==> src/rtl/alu_addlogic_unit.sv <==
// Registered ADD/AND/NOR slice of the MIPS datapath ALU.
// Result and flags appear one clock after the operands are sampled; idle cycles hold them.
module alu_addlogic_unit #(
  parameter int unsigned WIDTH = 32
) (
  input  logic             clk,
  input  logic             rst_n,
  input  logic             in_valid,
  input  logic [3:0]       alu_control,
  input  logic [WIDTH-1:0] rs,
  input  logic [WIDTH-1:0] rt,
  output logic [WIDTH-1:0] result,
  output logic             zero,
  output logic             carry_out,
  output logic             overflow,
  output logic             illegal_op,
  output logic             out_valid
);

  typedef enum logic [3:0] {
    OP_AND = 4'b0000,
    OP_ADD = 4'b0010,
    OP_NOR = 4'b1100
  } alu_op_e;

  logic [WIDTH:0]   carry;
  logic [WIDTH-1:0] sum;

  // Ripple chain of 1-bit full adders, carry-in tied low.
  always_comb begin
    carry    = '0;
    sum      = '0;
    carry[0] = 1'b0;
    for (int unsigned i = 0; i < WIDTH; i++) begin
      sum[i]     = rs[i] ^ rt[i] ^ carry[i];
      carry[i+1] = (rs[i] & rt[i]) | (carry[i] & (rs[i] ^ rt[i]));
    end
  end

  logic [WIDTH-1:0] next_result;
  logic             next_carry;
  logic             next_overflow;
  logic             next_illegal;

  always_comb begin
    next_result   = '0;
    next_carry    = 1'b0;
    next_overflow = 1'b0;
    next_illegal  = 1'b0;
    case (alu_control)
      OP_AND: next_result = rs & rt;
      OP_ADD: begin
        next_result   = sum;
        next_carry    = carry[WIDTH];
        next_overflow = (rs[WIDTH-1] == rt[WIDTH-1]) && (sum[WIDTH-1] != rs[WIDTH-1]);
      end
      OP_NOR: next_result = ~(rs | rt);
      default: next_illegal = 1'b1;
    endcase
  end

  always_ff @(posedge clk) begin
    if (!rst_n) begin
      result     <= '0;
      zero       <= 1'b0;
      carry_out  <= 1'b0;
      overflow   <= 1'b0;
      illegal_op <= 1'b0;
      out_valid  <= 1'b0;
    end else begin
      out_valid <= in_valid;
      if (in_valid) begin
        result     <= next_result;
        // Flag derived from the next result so it is updated on the same edge.
        zero       <= (next_result == '0);
        carry_out  <= next_carry;
        overflow   <= next_overflow;
        illegal_op <= next_illegal;
      end
    end
  end

endmodule

==> config.mk <==
export PLATFORM = sky130hd
export DESIGN_NAME = alu_addlogic_unit
export DESIGN_NICKNAME = d
export VERILOG_FILES = /design/src/rtl/alu_addlogic_unit.sv
export SDC_FILE = /design/constraint.sdc
export NUM_CORES = 1
export LEC_CHECK = 0
export CORE_ASPECT_RATIO = 1.75
export CORE_MARGIN = 3
export CORE_UTILIZATION = 48
export CTS_CLUSTER_SIZE = 16
export DETAILED_ROUTE_END_ITERATION = 10
export DONT_BUFFER_PORTS = 1
export PLACE_DENSITY = 0.65
export SYNTH_ARGS = -nofsm -noshare
export SYNTH_HDL_FRONTEND = slang
export SYNTH_SLANG_ARGS = --single-unit
==> constraint.sdc <==
create_clock -name clk -period 14.8 [get_ports clk]
set_input_delay 2.96 -clock clk [delete_from_list [all_inputs] [get_ports clk]]
set_output_delay 2.96 -clock clk [all_outputs]
set_load 0.01 [all_outputs]
[Word level (Yosys, flattened, before mapping)]
Index checks and enable logic that the tools add are counted.
Widths: inputs -> output; s select.
Operators by class
  bitwise logic cells: 160
  muxes and demuxes: 4
  reduce and logical (&&, ||, !) cells: 4
  eq/ne operators: 4
Operator list (count)
  $pmux 32 s3: 1
  $and 1x1->1: 63
  $xor 1x1->1: 63
  $and 32x32->32: 1
  $logic_not 32->1: 1
  $not 32->32: 1
  $or 32x32->32: 1
  $or 1x1->1: 31
  $eq 4x2->1 const B: 1
  $eq 4x4->1 const B: 1
  $logic_not 4->1: 1
  $mux 1: 3
  $reduce_or 3->1: 1
  $eq 1x1->1: 1
  $logic_and 1x1->1: 1
  $ne 1x1->1: 1
Word-level totals
  output and inout bits: 37
  flip-flop bits (word level): 37
  bits of input ports: 71
  logic and storage cells: 178

[Logic depth before layout (Yosys ltp)]
Gate-level depths: netlist of the first run.
  depth in word-level cells: 65
  mapped depth: 42
  gate-level depth less buffers: 42

[Worst setup path before layout of the first run]
OpenSTA, ideal clock, no wires.
  kind: input -> register
  start: in rs[0]
  end: reg zero
  setup time: 88 ps
  cell stages on the path: 42
  buffers on the path: 0
  slack: -821 ps
  data required time: 14712 ps
  arrival time: 15533 ps
  cell sequence: ha_1 > inv_1 > fa_1 > fa_1 > fa_1 > fa_1 > fa_1 > fa_1 > fa_1 > fa_1 > fa_1 > fa_1 > fa_1 > fa_1 > fa_1 > fa_1 > fa_1 > fa_1 > [... 6 more ...] > fa_1 > fa_1 > inv_1 > fa_1 > inv_1 > fa_1 > fa_1 > fa_1 > inv_1 > fa_1 > inv_1 > fa_1 > fa_1 > nand4b_1 > nor4_1 > a31o_2 > nand4_1 > o32ai_2
On the way
  word-level cells in the longest chain between the ends: 64
  elaborated cells between the ends (all ways): 98
  those cells by class: 1 x mux; 96 x bitwise; 1 x reduce/logical
Ends and longest elaborated chain
  from (decl): line 10  | input logic [WIDTH-1:0] rs,
  $and 1x1->1 (2 in series): line 36  | carry[i+1] = (rs[i] & rt[i]) | (carry[i] & (rs[i] ^ rt[i]));
  $or 1x1->1: line 36
  $and 1x1->1: line 36
  $or 1x1->1: line 36
  $and 1x1->1: line 36
  $or 1x1->1: line 36
  $and 1x1->1: line 36
  $or 1x1->1: line 36
  [... 47 more ...]
  $or 1x1->1: line 36
  $and 1x1->1: line 36
  $or 1x1->1: line 36
  $and 1x1->1: line 36
  $or 1x1->1: line 36
  $xor 1x1->1: line 35  | sum[i] = rs[i] ^ rt[i] ^ carry[i];
  $pmux 32 s3 *: line 50  | case (alu_control)
  $logic_not 32->1 *: line 75  | zero <= (next_result == '0);
  to (signal assigned): line 75
  to (decl): line 13  | output logic zero,
Every way passes the cells marked *; elsewhere a longest branch is shown, timed or not.
A chain may end at the register's enable or synchronous reset.

[Worst setup path in the final report of the first run]
Same ends and word-level chain as after synthesis.

==> impl_metrics.xml, run 1 <==
<?xml version="1.0" encoding="UTF-8"?>
<metrics>
  <group name="yosys">
    <metric name="ys_seq_elements" unit="">37</metric>
    <metric name="synth.yosys.seq_area_share" unit="">0.1866</metric>
    <metric name="synth_area" unit="um2">3969</metric>
    <metric name="yosys.area.top_type_share" unit="">0.2018</metric>
    <metric name="yosys-top-cells-area" unit="">sky130_fd_sc_hd__ha_1, sky130_fd_sc_hd__dfxtp_1, sky130_fd_sc_hd__fa_1</metric>
    <metric name="synth_warnings" unit="">0</metric>
    <metric name="synth.largest_area_cell" unit="">sky130_fd_sc_hd__ha_1</metric>
    <metric name="synthesis.area_per_instance" unit="um2">9.124</metric>
    <metric name="yosys.cell_types.count" unit="">45</metric>
    <metric name="syn-instance-count" unit="">435</metric>
    <metric name="synthesis.nets" unit="">601</metric>
  </group>
  <group name="timing">
    <metric name="grt_setup_unrepaired" unit="">true</metric>
    <metric name="post-route-period-util" unit="">0.9892</metric>
    <metric name="final_max_slew_viol_count" unit="">0</metric>
    <metric name="clock_period_minus_final_worst_setup_slack" unit="ps">14640</metric>
    <metric name="hold_ws" unit="ps">538.2</metric>
    <metric name="setup_viol" unit="">0</metric>
    <metric name="finalHoldViolations" unit="">0</metric>
    <metric name="tightestPinTransition" unit="ps">968.0</metric>
    <metric name="finalClockSkew" unit="ps">0</metric>
    <metric name="achievable-frequency" unit="MHz">68.30</metric>
    <metric name="timing.slew.headroom" unit="">0.3531</metric>
  </group>
  <group name="floorplan">
    <metric name="die-height" unit="um">126.3</metric>
    <metric name="start_util" unit="">0.4984</metric>
    <metric name="io_pins" unit="">108</metric>
    <metric name="rows" unit="">43</metric>
    <metric name="chipWidth" unit="um">74.74</metric>
    <metric name="die-area" unit="um2">9438</metric>
    <metric name="fp.coreArea" unit="um2">7963</metric>
  </group>
  <group name="global_routing">
    <metric name="grt_pass1_wl" unit="mm">17.22</metric>
    <metric name="antenna_found_initial" unit="">0</metric>
    <metric name="number_of_global_route_vias_before_repair" unit="">3395</metric>
    <metric name="grt_remaining_overflow" unit="">0</metric>
    <metric name="global_route.usage.total" unit="">0.2420</metric>
    <metric name="grt_max_degree" unit="">64</metric>
  </group>
  <group name="critical_path">
    <metric name="critical_path_arrival" unit="ps">14840</metric>
    <metric name="critical-path-top-delay-family" unit="">adder cells</metric>
    <metric name="critPathSlowestCell" unit="">sky130_fd_sc_hd__fa_1</metric>
    <metric name="cp_num_buf_inv" unit="">5</metric>
    <metric name="required" unit="ps">15000</metric>
    <metric name="start_kind" unit="">input pin</metric>
    <metric name="path_class" unit="">input pin to flip-flop</metric>
    <metric name="cpMostUsedCell" unit="">sky130_fd_sc_hd__fa_2</metric>
    <metric name="critPathMaxFanout" unit="">2</metric>
    <metric name="worst_path_largest_cell_delay" unit="ps">510</metric>
    <metric name="worst_setup_path_end_kind" unit="">flip-flop</metric>
  </group>
  <group name="routing">
    <metric name="firstDrtPassIters" unit="">4</metric>
    <metric name="drt_iter0_markers" unit="">182</metric>
    <metric name="routed_via_density" unit="">6.267</metric>
    <metric name="route.final.wire_length" unit="mm">11.21</metric>
    <metric name="postRouteAntennaNets" unit="">0</metric>
    <metric name="wl_per_cell" unit="um">21.97</metric>
    <metric name="post-route-drc-count" unit="">0</metric>
    <metric name="vias" unit="">3196</metric>
  </group>
  <group name="cells_and_area">
    <metric name="final_cell_mix" unit="">sky130_fd_sc_hd__inv_1, sky130_fd_sc_hd__ha_1, sky130_fd_sc_hd__dfxtp_1, sky130_fd_sc_hd__a21oi_1, sky130_fd_sc_hd__fa_2</metric>
    <metric name="fillerInstances" unit="">730</metric>
    <metric name="mostFrequentLayoutCell" unit="">sky130_fd_sc_hd__inv_1</metric>
    <metric name="antenna-diode-count" unit="">0</metric>
    <metric name="final_nets" unit="">586</metric>
    <metric name="design_area" unit="um2">4222</metric>
    <metric name="final_layout_size_suffix_gt1_frac" unit="">0.1810</metric>
    <metric name="area_growth_syn_to_layout" unit="%">6.368</metric>
  </group>
  <group name="power_and_ir_drop">
    <metric name="total_leakage_power" unit="uW">0.001921</metric>
    <metric name="power.density" unit="nW/um2">71.69</metric>
    <metric name="ir_drop" unit="V">0.00004446</metric>
    <metric name="power.total" unit="uW">302.6</metric>
  </group>
  <group name="job">
    <metric name="max_cap_viols" unit="">0</metric>
  </group>
  <group name="clock_tree">
    <metric name="h-tree-depth" unit="">2</metric>
    <metric name="clkLatencyLatePin" unit="ps">290</metric>
    <metric name="ctsLongestPathBuffers" unit="">2</metric>
    <metric name="clk_pin_slew" unit="ps">60</metric>
    <metric name="clock_sinks" unit="">37</metric>
    <metric name="hold_buf_cts" unit="">0</metric>
    <metric name="cts_buffers" unit="">5</metric>
    <metric name="buffer_type_at_the_clock_tree_root" unit="">sky130_fd_sc_hd__clkbuf_16</metric>
    <metric name="tritoncts" unit="">yes</metric>
  </group>
  <group name="outcome">
    <metric name="outcome" unit="">finished clean</metric>
  </group>
  <group name="placed_design">
    <metric name="port_buffer_count" unit="">0</metric>
    <metric name="global_placer_s_final_weighted_congestion" unit="">0.9293</metric>
    <metric name="dpl.hpwl" unit="mm">8.877</metric>
    <metric name="postPlaceCellArea" unit="um2">4038</metric>
  </group>
  <group name="min_path">
    <metric name="hp-class" unit="">flip-flop to flip-flop</metric>
  </group>
</metrics>
tightest hold or removal path, stage by stage, from the launching register on:
cell and delay (ps):
sky130_fd_sc_hd__dfxtp_1 340, sky130_fd_sc_hd__nor2_1 100, sky130_fd_sc_hd__nor3b_1 50
worst paths after layout:
path,start,end,slack [ps],cells after the start
worst max-delay path,rs[0],zero,160,42
worst min-delay path,result[22],result[22],540,2
worst max register to register,result[16],result[16],13950,2
worst min register to register,result[22],result[22],540,2
sequential cells by signal (all words and copies together) (netlist names):
signal and count:
carry_out 1, out_valid 1, illegal_op 1, result 32
zero 1, overflow 1
report_power, final:
part	switching (uW)	internal, uW
Clock	40.7	66.1
Combinational	45.7	38.2
Sequential	6.57	105
layout make-up:
| cell class | count | area (um2) | area share |
|---|---|---|---|
| Multi-Input combinational cell | 299 | 2922 | 0.6921 |
| Inverter | 73 | 274.0 | 0.06491 |
| Tap cell | 90 | 112.6 | 0.02667 |
| Timing Repair Buffer | 4 | 30.03 | 0.007113 |
| Clock buffer | 7 | 142.6 | 0.03379 |
| Sequential cell | 37 | 740.7 | 0.1755 |
routing by layer:
layer,up-vias,wire [um],global-route usage
met5,-,0,0
met3,30,998,0.07216
met2,128,6054,0.4313
met1,1564,3740,0.2562
met4,0,413,0.09748
li1,1474,-,-
cells by family (layout without fill, tap and decap cells):
kind of cell,after synthesis,in the layout,synth area share
AOI/OAI and AO/OA,111,111,0.2081
buffers and inverters,99,84,0.1009
adders and majority gates,95,95,0.3581
and+or+nand+nor,89,89,0.1365
DFF,37,37,0.1866
muxes,3,3,0.007567
xor gates and xnor gates,1,1,0.002207
per-stage QoR:
stage          setup WS, ps  setup TNS, ps  utilization  std cells
6_report              159.7              0       0.5302        510
3_3_place_gp         -237.6         -237.6       0.5071        503
2_1_floorplan         39.46              0            -        435
3_5_place_dp         -440.2         -628.8       0.5071        503
5_1_grt              -114.3         -114.3       0.5302        510
4_1_cts              -118.6         -118.6       0.5262        510
synthesized netlist by cell type (all sizes together):
cell type and count:
a21oi 31, a221oi 3, a22oi 12, a31o 1, a31oi 1, a41oi 6, and2 3, buf 13
clkbuf 13, clkinv 1, dfxtp 37, fa 31, ha 64, inv 72, mux2i 3, nand2 7
nand2b 4, nand3 17, nand3b 1, nand4 4, nand4b 2, nor2 9, nor2b 6, nor3 8
nor3b 2, nor4 8, o211a 12, o21ai 18, o221a 13, o221ai 10, o22a 1, o311a 1
o31ai 1, o32ai 1, or2 2, or3 1, or3b 15, xor2 1
what timing repair did:
action                                  in CTS  in global routing
gates resized for setup                      4                 13
pin swaps                                    7                  6
setup buffers                                0                  1
endpoints found under the setup margin       1                  3
Power figures use the tool's default switching activity.
==> inputs of run 2 (changes only) <==
--- a/config.mk
+++ b/config.mk
@@ -5,13 +5,15 @@
 export SDC_FILE = /design/constraint.sdc
 export NUM_CORES = 1
 export LEC_CHECK = 0
+export CELL_PAD_IN_SITES_DETAIL_PLACEMENT = 1
+export CELL_PAD_IN_SITES_GLOBAL_PLACEMENT = 2
 export CORE_ASPECT_RATIO = 1.75
 export CORE_MARGIN = 3
-export CORE_UTILIZATION = 48
+export CORE_UTILIZATION = 35
 export CTS_CLUSTER_SIZE = 16
 export DETAILED_ROUTE_END_ITERATION = 10
 export DONT_BUFFER_PORTS = 1
-export PLACE_DENSITY = 0.65
+export PLACE_DENSITY_LB_ADDON = 0.1
 export SYNTH_ARGS = -nofsm -noshare
 export SYNTH_HDL_FRONTEND = slang
 export SYNTH_SLANG_ARGS = --single-unit
==> run 2 against run 1 <==
Net effect: count of clock-buffer cells in the layout stayed put; largest cell class unchanged; register-to-register slack hardly changed; clock skew stayed put; fmax is 0.27% lower; combinational power is 4.4% higher; cell count is 8.0% higher; final area is 1.5% higher; worst hold slack worse by 4.3 ps; critical path type unchanged; sequential power hardly changed; sequential share of layout area is 0.27 points lower; global-route usage is 3.3 points lower; first-iteration DRC count is 32% lower.
==> impl_metrics.xml, run 2 (synthesis results as in run 1) <==
<?xml version="1.0" encoding="UTF-8"?>
<metrics>
  <group name="outcome">
    <metric name="outcome" unit="">finished clean</metric>
  </group>
  <group name="critical_path">
    <metric name="r2r.worst_path.cells" unit="">2</metric>
    <metric name="critPathMaxFanout" unit="">2</metric>
    <metric name="critPathSlowestCell" unit="">sky130_fd_sc_hd__fa_1</metric>
    <metric name="start_kind" unit="">input pin</metric>
    <metric name="cpMostUsedCell" unit="">sky130_fd_sc_hd__fa_2</metric>
    <metric name="required" unit="ps">15000</metric>
    <metric name="path_class" unit="">input pin to flip-flop</metric>
    <metric name="worstSetupEndpoint" unit="">zero</metric>
    <metric name="regToRegSetupSlack" unit="ps">13950</metric>
    <metric name="critical_path_arrival" unit="ps">14880</metric>
    <metric name="cp-startpoint" unit="">rs[0]</metric>
    <metric name="rr_startpoint" unit="">result[16]</metric>
    <metric name="worst_path_largest_cell_delay" unit="ps">530</metric>
    <metric name="reg2reg_to" unit="">result[16]</metric>
    <metric name="worst_setup_path_end_kind" unit="">flip-flop</metric>
  </group>
  <group name="clock_tree">
    <metric name="cts_buffers" unit="">5</metric>
    <metric name="tritoncts" unit="">yes</metric>
    <metric name="hold_buf_cts" unit="">0</metric>
    <metric name="clock_sinks" unit="">37</metric>
    <metric name="buffer_type_at_the_clock_tree_root" unit="">sky130_fd_sc_hd__clkbuf_16</metric>
    <metric name="ctsLongestPathBuffers" unit="">2</metric>
    <metric name="clkLatencyLatePin" unit="ps">280</metric>
    <metric name="clk_pin_slew" unit="ps">60</metric>
    <metric name="h-tree-depth" unit="">2</metric>
  </group>
  <group name="power_and_ir_drop">
    <metric name="sw_frac_of_total" unit="">0.3139</metric>
    <metric name="power.total" unit="uW">314.4</metric>
    <metric name="power.density" unit="nW/um2">73.35</metric>
    <metric name="internal_power" unit="uW">215.7</metric>
    <metric name="power.sequential.fraction" unit="">0.356</metric>
    <metric name="comb_power_share" unit="">0.279</metric>
    <metric name="p_clk_frac" unit="">0.366</metric>
    <metric name="switchingPower" unit="uW">98.68</metric>
    <metric name="total_leakage_power" unit="uW">0.001931</metric>
    <metric name="ir_drop" unit="V">0.00003813</metric>
  </group>
  <group name="cells_and_area">
    <metric name="final_layout_size_suffix_gt1_frac" unit="">0.1853</metric>
    <metric name="final_nets" unit="">586</metric>
    <metric name="antenna-diode-count" unit="">0</metric>
    <metric name="mostFrequentLayoutCell" unit="">sky130_fd_sc_hd__inv_1</metric>
    <metric name="instances_no_fill" unit="">551</metric>
    <metric name="regMostFlops" unit="">result</metric>
    <metric name="design_area" unit="um2">4287</metric>
    <metric name="final_cell_mix" unit="">sky130_fd_sc_hd__inv_1, sky130_fd_sc_hd__ha_1, sky130_fd_sc_hd__dfxtp_1, sky130_fd_sc_hd__a21oi_1, sky130_fd_sc_hd__fa_2</metric>
    <metric name="utilization" unit="">0.3938</metric>
    <metric name="largest_register_ffs" unit="">32</metric>
    <metric name="area_growth_syn_to_layout" unit="%">8.008</metric>
  </group>
  <group name="timing">
    <metric name="tightestPinTransition" unit="ps">1056</metric>
    <metric name="clock_period_minus_final_worst_setup_slack" unit="ps">14680</metric>
    <metric name="finalClockSkew" unit="ps">0</metric>
    <metric name="final_max_slew_viol_count" unit="">0</metric>
    <metric name="setup_viol" unit="">0</metric>
    <metric name="post-route-worst-setup-slack" unit="ps">120.0</metric>
    <metric name="finalHoldViolations" unit="">0</metric>
    <metric name="grt_setup_unrepaired" unit="">true</metric>
    <metric name="achievable-frequency" unit="MHz">68.12</metric>
    <metric name="post-route-period-util" unit="">0.9919</metric>
    <metric name="timing.slew.headroom" unit="">0.2945</metric>
  </group>
  <group name="floorplan">
    <metric name="chipWidth" unit="um">86.50</metric>
    <metric name="die-area" unit="um2">12700</metric>
    <metric name="fp.coreArea" unit="um2">10890</metric>
    <metric name="rows" unit="">50</metric>
    <metric name="io_pins" unit="">108</metric>
    <metric name="die-height" unit="um">146.9</metric>
    <metric name="start_util" unit="">0.3646</metric>
  </group>
  <group name="global_routing">
    <metric name="global_route.usage.total" unit="">0.2090</metric>
    <metric name="grt_remaining_overflow" unit="">0</metric>
    <metric name="number_of_global_route_vias_before_repair" unit="">3486</metric>
    <metric name="antenna_found_initial" unit="">0</metric>
    <metric name="grt_pass1_wl" unit="mm">19.96</metric>
    <metric name="grt_max_degree" unit="">64</metric>
  </group>
  <group name="routing">
    <metric name="postRouteAntennaNets" unit="">0</metric>
    <metric name="drt_iter0_markers" unit="">124</metric>
    <metric name="wl_per_cell" unit="um">23.72</metric>
    <metric name="firstDrtPassIters" unit="">4</metric>
    <metric name="vias" unit="">3141</metric>
    <metric name="route.final.wire_length" unit="mm">13.07</metric>
    <metric name="post-route-drc-count" unit="">0</metric>
    <metric name="routed_via_density" unit="">5.701</metric>
  </group>
  <group name="min_path">
    <metric name="hp-class" unit="">flip-flop to flip-flop</metric>
  </group>
  <group name="placed_design">
    <metric name="placement.setup.worst_slack" unit="ps">-534.7</metric>
    <metric name="global_placer_s_final_weighted_congestion" unit="">0.7928</metric>
    <metric name="dpl.hpwl" unit="mm">10.44</metric>
    <metric name="number_of_instances_in_the_placed_design" unit="">543</metric>
    <metric name="port_buffer_count" unit="">0</metric>
    <metric name="postPlaceCellArea" unit="um2">4088</metric>
  </group>
  <group name="job">
    <metric name="max_cap_viols" unit="">0</metric>
  </group>
</metrics>
## run 2: cell count changes in the layout (fill, tap and decap cells not counted), sizes merged
| cell | change |
|---|---|
| clkinv | +1 |
## run 2: final cells by class
class	count	area, um2
Timing Repair Buffer	4	30.03
Fill cell	1285	6599
Multi-Input combinational cell	299	2922
Clock buffer	7	152.6
Inverter	73	274.0
Tap cell	130	162.7
Sequential cell	37	740.7
Clock inverter	1	5.005
## run 2: how the worst min path moves through the flow
stage,slack [ps],to,cells past startpoint,start
after floorplan,500,result[22],2,result[22]
after global placement,530,result[22],2,result[22]
after detailed placement,530,result[22],2,result[22]
after CTS,540,result[22],2,result[22]
after global routing,560,result[22],2,result[22]
final,530,result[22],2,result[22]
## run 2: power by group through the flow
stage	Combinational, uW	Clock, uW	Sequential, uW
final	87.6	115	112
after global routing	98.3	123	112
after CTS	87.8	120	112
after detailed placement	86.0	0	114
after global placement	84.5	0	114
after floorplan	63.1	0	113
## run 2: through the flow
step | TNS, ps | hold slack, ps
2_1_floorplan | 0 | 503.0
5_1_grt | -167.0 | 561.5
6_report | 0 | 533.9
3_5_place_dp | -971.3 | 533.9
4_1_cts | -4.901 | 542.0
3_3_place_gp | -400.8 | 532.2
## run 2: timing repair
item                                    4_1_cts  5_1_grt
pin swaps                                     1        1
setup buffers                                 1        1
hold endpoints to repair                      0        0
resized for setup                             5       12
endpoints found under the setup margin        2        3
## run 2: metal layers
layer | track usage | up-vias | wire (um)
met3 | 0.06173 | 18 | 952
met1 | 0.2226 | 1558 | 4676
met4 | 0.06240 | 0 | 320
li1 | - | 1472 | -
met5 | 0 | - | 0
met2 | 0.3861 | 93 | 7121
## run 2: critical path: cells and delay by family
family                   cells  cell delay, ps
adder cells (fa/ha/maj)     32           10870
AO/OA/AOI/OAI                2             440
AND/OR/NAND/NOR              3             370
buffers and inverters        5             230
